**src/rtl/ahb_arb_pkg.sv**
```systemverilog
// Shared types and constants for the AHB-Lite master-port scheduler.
//   owner_t      : requester identity for address/data phase ownership
//   HADDRSEL_*   : address-mux select encodings
//   STARVE_W     : width of the F starvation counter
package ahb_arb_pkg;

  typedef enum logic [1:0] {
    OWN_NONE = 2'd0,
    OWN_T    = 2'd1,
    OWN_M    = 2'd2,
    OWN_F    = 2'd3
  } owner_t;

  localparam logic [1:0] HADDRSEL_T = 2'b00;
  localparam logic [1:0] HADDRSEL_M = 2'b01;
  localparam logic [1:0] HADDRSEL_F = 2'b10;

  localparam int unsigned STARVE_W = 4;

  // Address-mux select for a grant; idle parks on the F encoding.
  function automatic logic [1:0] owner_to_sel(input owner_t o);
    logic [1:0] sel;
    sel = HADDRSEL_F;
    case (o)
      OWN_T:   sel = HADDRSEL_T;
      OWN_M:   sel = HADDRSEL_M;
      default: sel = HADDRSEL_F;
    endcase
    return sel;
  endfunction

endpackage

```
**src/rtl/ahb_prio_pick.sv**
```systemverilog
// Fixed-priority picker T > M > F with an F starvation override.
//   eligible   in  3  {F, M, T} requesters allowed to take the address phase
//   f_override in  1  F has been starved long enough to jump the queue
//   pick       out    chosen requester, OWN_NONE when nothing is eligible
module ahb_prio_pick
  import ahb_arb_pkg::*;
(
  input  logic [2:0] eligible,
  input  logic       f_override,
  output owner_t     pick
);

  always_comb begin
    pick = OWN_NONE;
    if (f_override && eligible[2]) begin
      pick = OWN_F;
    end else if (eligible[0]) begin
      pick = OWN_T;
    end else if (eligible[1]) begin
      pick = OWN_M;
    end else if (eligible[2]) begin
      pick = OWN_F;
    end
  end

endmodule

```
**src/rtl/ahb_bus_scheduler.sv**
```systemverilog
// Sequencer for the shared AHB-Lite master port (walker T, dcache M, icache F).
// Picks one requester per address phase, holds it across wait states, tracks
// the data-phase owner and steers HREADY / read data back to that requester.
//   clk, reset                     clock, synchronous active-high reset
//   HRequestT/M/F, HWriteM         requester handshakes (held until HReadyX)
//   HReady                         bus HREADY
//   HAddrSel, HRequest, HWrite     address-phase controls (no path from HReady)
//   HReadyT/M/F                    per-requester data-phase completion
//   TSel/MSel/FSel                 per-requester data-phase ownership
module ahb_bus_scheduler
  import ahb_arb_pkg::*;
#(
  parameter int unsigned STARVE_LIMIT = 8
) (
  input  logic       clk,
  input  logic       reset,
  input  logic       HRequestT,
  input  logic       HRequestM,
  input  logic       HRequestF,
  input  logic       HWriteM,
  input  logic       HReady,
  output logic [1:0] HAddrSel,
  output logic       HRequest,
  output logic       HWrite,
  output logic       HReadyT,
  output logic       HReadyM,
  output logic       HReadyF,
  output logic       TSel,
  output logic       MSel,
  output logic       FSel
);

  owner_t                downer;
  owner_t                aowner;
  logic                  lock;
  logic [STARVE_W-1:0]   starve;

  logic [2:0]            eligible;
  logic                  f_override;
  owner_t                pick;
  owner_t                grant;

  // A requester already in its data phase must not be reissued.
  assign eligible = {HRequestF && (downer != OWN_F),
                     HRequestM && (downer != OWN_M),
                     HRequestT && (downer != OWN_T)};

  assign f_override = (starve >= STARVE_W'(STARVE_LIMIT));

  ahb_prio_pick u_pick (
    .eligible   (eligible),
    .f_override (f_override),
    .pick       (pick)
  );

  // A presented-but-stalled address phase keeps its owner until accepted.
  assign grant = lock ? aowner : pick;

  // Bus-facing outputs; everything forced quiet while reset is high.
  always_comb begin
    HRequest = 1'b0;
    HAddrSel = HADDRSEL_F;
    HWrite   = 1'b0;
    HReadyT  = 1'b0;
    HReadyM  = 1'b0;
    HReadyF  = 1'b0;
    TSel     = 1'b0;
    MSel     = 1'b0;
    FSel     = 1'b0;
    if (!reset) begin
      HRequest = (grant != OWN_NONE);
      HAddrSel = owner_to_sel(grant);
      HWrite   = (grant == OWN_M) && HWriteM;
      TSel     = (downer == OWN_T);
      MSel     = (downer == OWN_M);
      FSel     = (downer == OWN_F);
      HReadyT  = HReady && (downer == OWN_T);
      HReadyM  = HReady && (downer == OWN_M);
      HReadyF  = HReady && (downer == OWN_F);
    end
  end

  // Ownership, address lock and F starvation tracking.
  always_ff @(posedge clk) begin
    if (reset) begin
      downer <= OWN_NONE;
      aowner <= OWN_NONE;
      lock   <= 1'b0;
      starve <= '0;
    end else if (HReady) begin
      downer <= grant;
      aowner <= OWN_NONE;
      lock   <= 1'b0;
      if ((grant == OWN_F) || !HRequestF) begin
        starve <= '0;
      end else if (((grant == OWN_T) || (grant == OWN_M)) && (starve != '1)) begin
        starve <= starve + STARVE_W'(1);
      end
    end else if (grant != OWN_NONE) begin
      lock   <= 1'b1;
      aowner <= grant;
    end
  end

endmodule

```
**config.mk**
```make
export PLATFORM = sky130hd
export DESIGN_NAME = ahb_bus_scheduler
export DESIGN_NICKNAME = d
export VERILOG_FILES = /design/src/rtl/ahb_arb_pkg.sv /design/src/rtl/ahb_prio_pick.sv /design/src/rtl/ahb_bus_scheduler.sv
export SDC_FILE = /design/constraint.sdc
export NUM_CORES = 1
export LEC_CHECK = 0
export ABC_CLOCK_PERIOD_IN_PS = 3600
export BUFFER_PORTS_ARGS = -buffer_cell sky130_fd_sc_hd__buf_2
export CAP_MARGIN = 20
export CORE_AREA = 3 3 40 42
export DETAILED_ROUTE_END_ITERATION = 7
export DIE_AREA = 0 0 43 45
export PLACE_DENSITY_LB_ADDON = 0.1
export SLEW_MARGIN = 20
export SYNTH_ARGS = -nofsm -noshare
export SYNTH_HDL_FRONTEND = slang
export SYNTH_SLANG_ARGS = --single-unit
export TNS_END_PERCENT = 5
```
**constraint.sdc**
```tcl
create_clock -name clk -period 3.6 [get_ports clk]
set_input_delay 0.18 -clock clk [delete_from_list [all_inputs] [get_ports clk]]
set_output_delay 0.18 -clock clk [all_outputs]
set_load 0.02 [all_outputs]
```
# Word level (Yosys, flattened, before mapping)
# Index checks and enable logic that the tools add are counted.
[op_classes]
add_sub_neg = 1
n_lt_le_gt_ge = 1
eq_ne = 10
mux = 17
reduce_logical = 16
[ops]
columns = ["operator", "count"]
rows = [
  ["$mux W2", 6],
  ["$logic_and A1 B1 Y1", 9],
  ["$eq A2 B2 Y1 const B", 4],
  ["$mux W1", 8],
  ["$mux W4", 2],
  ["$add A4 B1 Y4 const B", 1],
  ["$eq A2 B1 Y1 const B", 2],
  ["$ge A4 B4 Y1 const B", 1],
  ["$ne A2 B2 Y1 const B", 2],
  ["$ne A4 B4 Y1 const B", 1],
  ["$pmux W2 S2", 1],
  ["$reduce_bool A2 Y1", 2],
  ["$logic_or A1 B1 Y1", 2],
  ["$ne A2 B1 Y1 const B", 1],
  ["$reduce_and A2 Y1", 1],
  ["$reduce_or A2 Y1", 1],
  ["$logic_not A1 Y1", 1],
]
[totals]
register_bits = 9
inputBits = 7
wordCells = 49

# Longest topological paths before layout
[logic_depth]
depth_word = 12
mapped_depth = 10
ltp_nobuf = 9

# By module
# Synthesis repeated with hierarchy kept, for this count alone.
[hier_totals]
hier_cells = 75
area_unflattened_um2 = 634.4
[modules_own_cells]
columns = ["mod", "n_inst", "cells_each", "area_per_inst_um2", "seq_area_each_um2"]
rows = [
  ["ahb_bus_scheduler", 1, 70, 601.8, 180.2],
  ["ahb_prio_pick", 1, 5, 32.5, 0.0],
]

# Worst setup path before layout
# OpenSTA, ideal clock, no wires.
[synth_path]
kind = "reg-to-reg"
from = "register downer[1]"
to = "register starve[3]"
setup_ns = 0.070
arrival_ns = 2.086
required_ns = 3.530
path_slack_ns = 1.445
path_stages_with_launch = 10
synth_period_minus_slack_ns = 2.155
path_cell_list = "dfxtp_1 > buf_6 > a21oi_4 > nor2_2 > a2111oi_4 > or2_1 > ha_1 > nand3b_1 > or3_1 > a21oi_1"
[synth_via]
elab_chain_len = 12
elab_cells_between_ends = 21
cone_classes = "eq/ne: 6; mux: 6; reduce/logical: 9"
[synth_lines]
columns = ["element", "line", "source"]
rows = [
  ["from (decl)", "ahb_bus_scheduler.sv:33", "owner_t downer;"],
  ["from (signal assigned)", "ahb_bus_scheduler.sv:91", "downer <= grant;"],
  ["$ne A2 B2 Y1", "ahb_bus_scheduler.sv:44", "assign eligible = {HRequestF && (downer != OWN_F),"],
  ["$logic_and A1 B1 Y1", "ahb_bus_scheduler.sv:44", ""],
  ["$mux W2", "ahb_prio_pick.sv:21", "end else if (eligible[2]) begin"],
  ["$mux W2", "ahb_prio_pick.sv:19", "end else if (eligible[1]) begin"],
  ["$mux W2", "ahb_prio_pick.sv:17", "end else if (eligible[0]) begin"],
  ["$mux W2 *", "ahb_prio_pick.sv:15", "if (f_override && eligible[2]) begin"],
  ["$mux W2 *", "ahb_bus_scheduler.sv:57", "assign grant = lock ? aowner : pick;"],
  ["$eq A2 B1 Y1 or $eq A2 B2 Y1 (tied branches)", "ahb_bus_scheduler.sv:96", "end else if (((grant == OWN_T) || (grant == OWN_M)) && (starve != '1)) begin"],
  ["$logic_or A1 B1 Y1", "ahb_bus_scheduler.sv:96", ""],
  ["$logic_and A1 B1 Y1", "ahb_bus_scheduler.sv:96", ""],
  ["$reduce_bool A2 Y1 (no source line)", "-", ""],
  ["$reduce_and A2 Y1 (no source line)", "-", ""],
  ["to (signal assigned)", "ahb_bus_scheduler.sv:97", "starve <= starve + STARVE_W'(1);"],
  ["to (decl)", "ahb_bus_scheduler.sv:36", "logic [STARVE_W-1:0] starve;"],
]
# Every way passes the cells marked *; elsewhere a longest branch is shown, timed or not.
# A chain may end at the register's enable or synchronous reset.

# Worst setup path after layout
[layout_path]
from = "register downer[1]"
to = "output HAddrSel[1]"
[layout_via]
elab_chain_len = 10
elab_cells_between_ends = 16
cone_classes = "eq/ne: 5; mux: 7; reduce/logical: 4"
[layout_lines]
columns = ["element", "line", "source"]
rows = [
  ["$ne A2 B2 Y1", "ahb_bus_scheduler.sv:44", ""],
  ["$logic_and A1 B1 Y1", "ahb_bus_scheduler.sv:44", ""],
  ["$mux W2", "ahb_prio_pick.sv:21", ""],
  ["$mux W2", "ahb_prio_pick.sv:19", ""],
  ["$mux W2", "ahb_prio_pick.sv:17", ""],
  ["$mux W2 *", "ahb_prio_pick.sv:15", ""],
  ["$mux W2 *", "ahb_bus_scheduler.sv:57", ""],
  ["named net grant[1]", "ahb_bus_scheduler.sv:41", "owner_t grant;"],
  ["$eq A2 B2 Y1 or $eq A2 B1 Y1 (tied branches)", "ahb_arb_pkg.sv:24", "case (o)"],
  ["$pmux W2 S2 *", "ahb_arb_pkg.sv:24", ""],
  ["$mux W2 *", "ahb_bus_scheduler.sv:70", "if (!reset) begin"],
  ["to (decl)", "ahb_bus_scheduler.sv:22", "output logic [1:0] HAddrSel,"],
]
# Mark *: on every way through the listed nets, which the timed path passes. The rest lies on a longest branch.

==> flow_summary.toml <==
[global_routing]
grt_pass1_wl_mm = 2.43
grt_pass1_vias = 571
overflow = 0
antenna_found_initial = 0
track_usage_pct = 17.5
grt_max_degree = 16

[sta]
finalSetupViolations = 0
fmax_mhz = 409
setup_ws_ps = 1160
worstMarginPinSlew_ps = 402
fin_skew_ps = 2.22
min_period_over_period_pct = 67.9
setup_tns_ps = 0
finalHoldViolations = 0
final-max-slew-violation-count = 0
maxSlewHeadroom_pct = 73.1
rsz0062_at_grt = "false"
min_period_ps = 2440

[worst_setup_path]
required_ps = 3420
crit_type = "reg -> out"
cp-start-kind = "flop"
end_kind = "output pin"
critPathArrivalTime_ps = 2260
cp_max_fo = 10
rr_worst_depth = 8

[layout]
post-route-util_pct = 63.1
areaGrowthSynthToFinish_pct = 14.5
final_cell_count_no_fill = 117
regArea_um2 = 180
drive_gt1_share_pct = 26.5
layout_commonest_cell = "buf_2"
multiInputGateArea_um2 = 483
diodes = 0
most-common-layout-cells = "buf_2, dfxtp_1, nor2_1, inv_1, ha_1"
fillerInstances = 114
final_nets = 116

[floorplanning]
die_w_um = 43
dieArea_um2 = 1940
die_h_um = 45
io_pins = 17
num_rows = 13
core_um2 = 1280
start_util_pct = 55.1

[placed_design]
dp_hpwl_mm = 1.06
placed_cells = 113
port-buffer-count = 16
gp_routability_congestion = 0.814
dp_slack_ps = 1260

[clocking]
cts_tree = "done"
clockBufferDepth = 2
cts_buffers = 3
cts_num_sinks = 9
htreeDepth = 1
post_cts_buffers = 0
postCtsResizedCells = 0
path_clk_slew_ps = 60
cts_hold_buf = 0
clk_latency_ps = 270
root_buffer = "clkbuf_4"

[synthesis]
synth-simple-area-share_pct = 35.3
synth-edff-count = 0
syn_inst = 85
yosysUniqueCellTypes = 33
synth-seq-cells = 9
synth_area_um2 = 708
synthArstFlopShare_pct = 0
yosysSeqAreaShare_pct = 25.4
postSynthAreaPerCell_um2 = 8.33
synthFlopType = "dfxtp_1"
yosys_warnings = 0
synthAdderAreaFrac_pct = 10.6
synth_compound_area_share_pct = 21.0
synth_xor_xnor_area_share_pct = 1.24
synthMuxAreaShare_pct = 0
synth_top_family_by_area = "simple AND/OR/NAND/NOR gates"
syn_nets = 98

[drt]
wire_per_inst_um = 12.2
num_vias = 641
drt_iter0_markers = 28
drtAntennaViolNets = 0
post-route-drc-count = 0
viasPerCell = 5.48
first_pass_iters = 4
wirelength_mm = 1.43

[pwr]
vdd_drop_max_mv = 0.208
p_leak_uw = 0.000355
p_total_uw = 294
powerDensity_nw_per_um2 = 363

[hold_path]
holdPathStages = 2
hold_path.class = "in -> reg"

[run]
cap_viol_max_count = 0

[outcome]
outcome = "complete, no violations"
flip-flops by register name, indices dropped and copies added (netlist names):
register / count
downer: 2
aowner: 2
lock: 1
starve: 4
worst max-delay path, stage by stage (launching register included):
cell and delay [ps]:
dfxtp_1 560, nand2_1 130, o21ai_0 230, o21ai_1 150, and2_1 190, ha_1 300, or2_2 290, buf_2 160
path summary, 6_finish.rpt:
path	slack (ps)	startpoint	endpoint
worst min register to register	530	aowner[1]$_SDFFE_PP0P_	aowner[1]$_SDFFE_PP0P_
worst max register to register	1220	downer[1]$_SDFFE_PP0P_	starve[3]$_SDFFE_PP0P_
worst max-delay path	1160	downer[1]$_SDFFE_PP0P_	HAddrSel[1]
worst min-delay path	270	reset	starve[0]$_SDFFE_PP0P_
area by class of cell:
class | count | area share [%]
Clock buffer | 4 | 3.24
Sequential cell | 9 | 22.2
Multi-Input combinational cell | 67 | 59.6
Timing Repair Buffer | 16 | 9.88
Inverter | 6 | 2.78
Tap cell | 15 | 2.31
report_power, final:
part           leakage (uW)  switching, uW  internal (uW)  total, uW
Combinational      0.000267           55.2           41.1       96.4
Sequential        0.0000735           10.5            106        117
Clock             0.0000150           38.2           42.9       81.1
logic make-up (layout without fill, tap and decap cells):
| family | after synthesis | after routing |
|---|---|---|
| simple gates | 43 | 43 |
| compound gates | 17 | 17 |
| flops | 9 | 9 |
| buf+inv | 9 | 26 |
| fa+ha+maj | 6 | 6 |
| xor+xnor | 1 | 1 |
stage by stage:
stage,hold WS (ps),area (um2)
floorplan,404,708
global placement,512,785
detailed placement,510,785
CTS,264,811
global route,288,811
finish,274,811
per-layer routing:
metal  global-route usage (%)  share of wire (%)
met5                        0                  0
met4                     14.5                3.1
met3                     3.59                6.5
met2                     26.6                 44
met1                     21.4                 46
Yosys cell counts, drive strengths merged (2+ instances only):
| cell | n | area (um2) |
|---|---|---|
| a21oi | 6 | 41.3 |
| and2 | 4 | 25.0 |
| buf | 2 | 18.8 |
| dfxtp | 9 | 180 |
| ha | 6 | 75.1 |
| inv | 6 | 22.5 |
| nand2 | 5 | 18.8 |
| nand2b | 4 | 25.0 |
| nand3 | 4 | 20.0 |
| nand3b | 2 | 15.0 |
| nor2 | 9 | 36.3 |
| nor2b | 4 | 25.0 |
| nor3b | 4 | 35.0 |
| o21ai | 4 | 20.0 |
| or2 | 2 | 12.5 |
| or3 | 3 | 18.8 |
(Power assumes the default switching activity.)
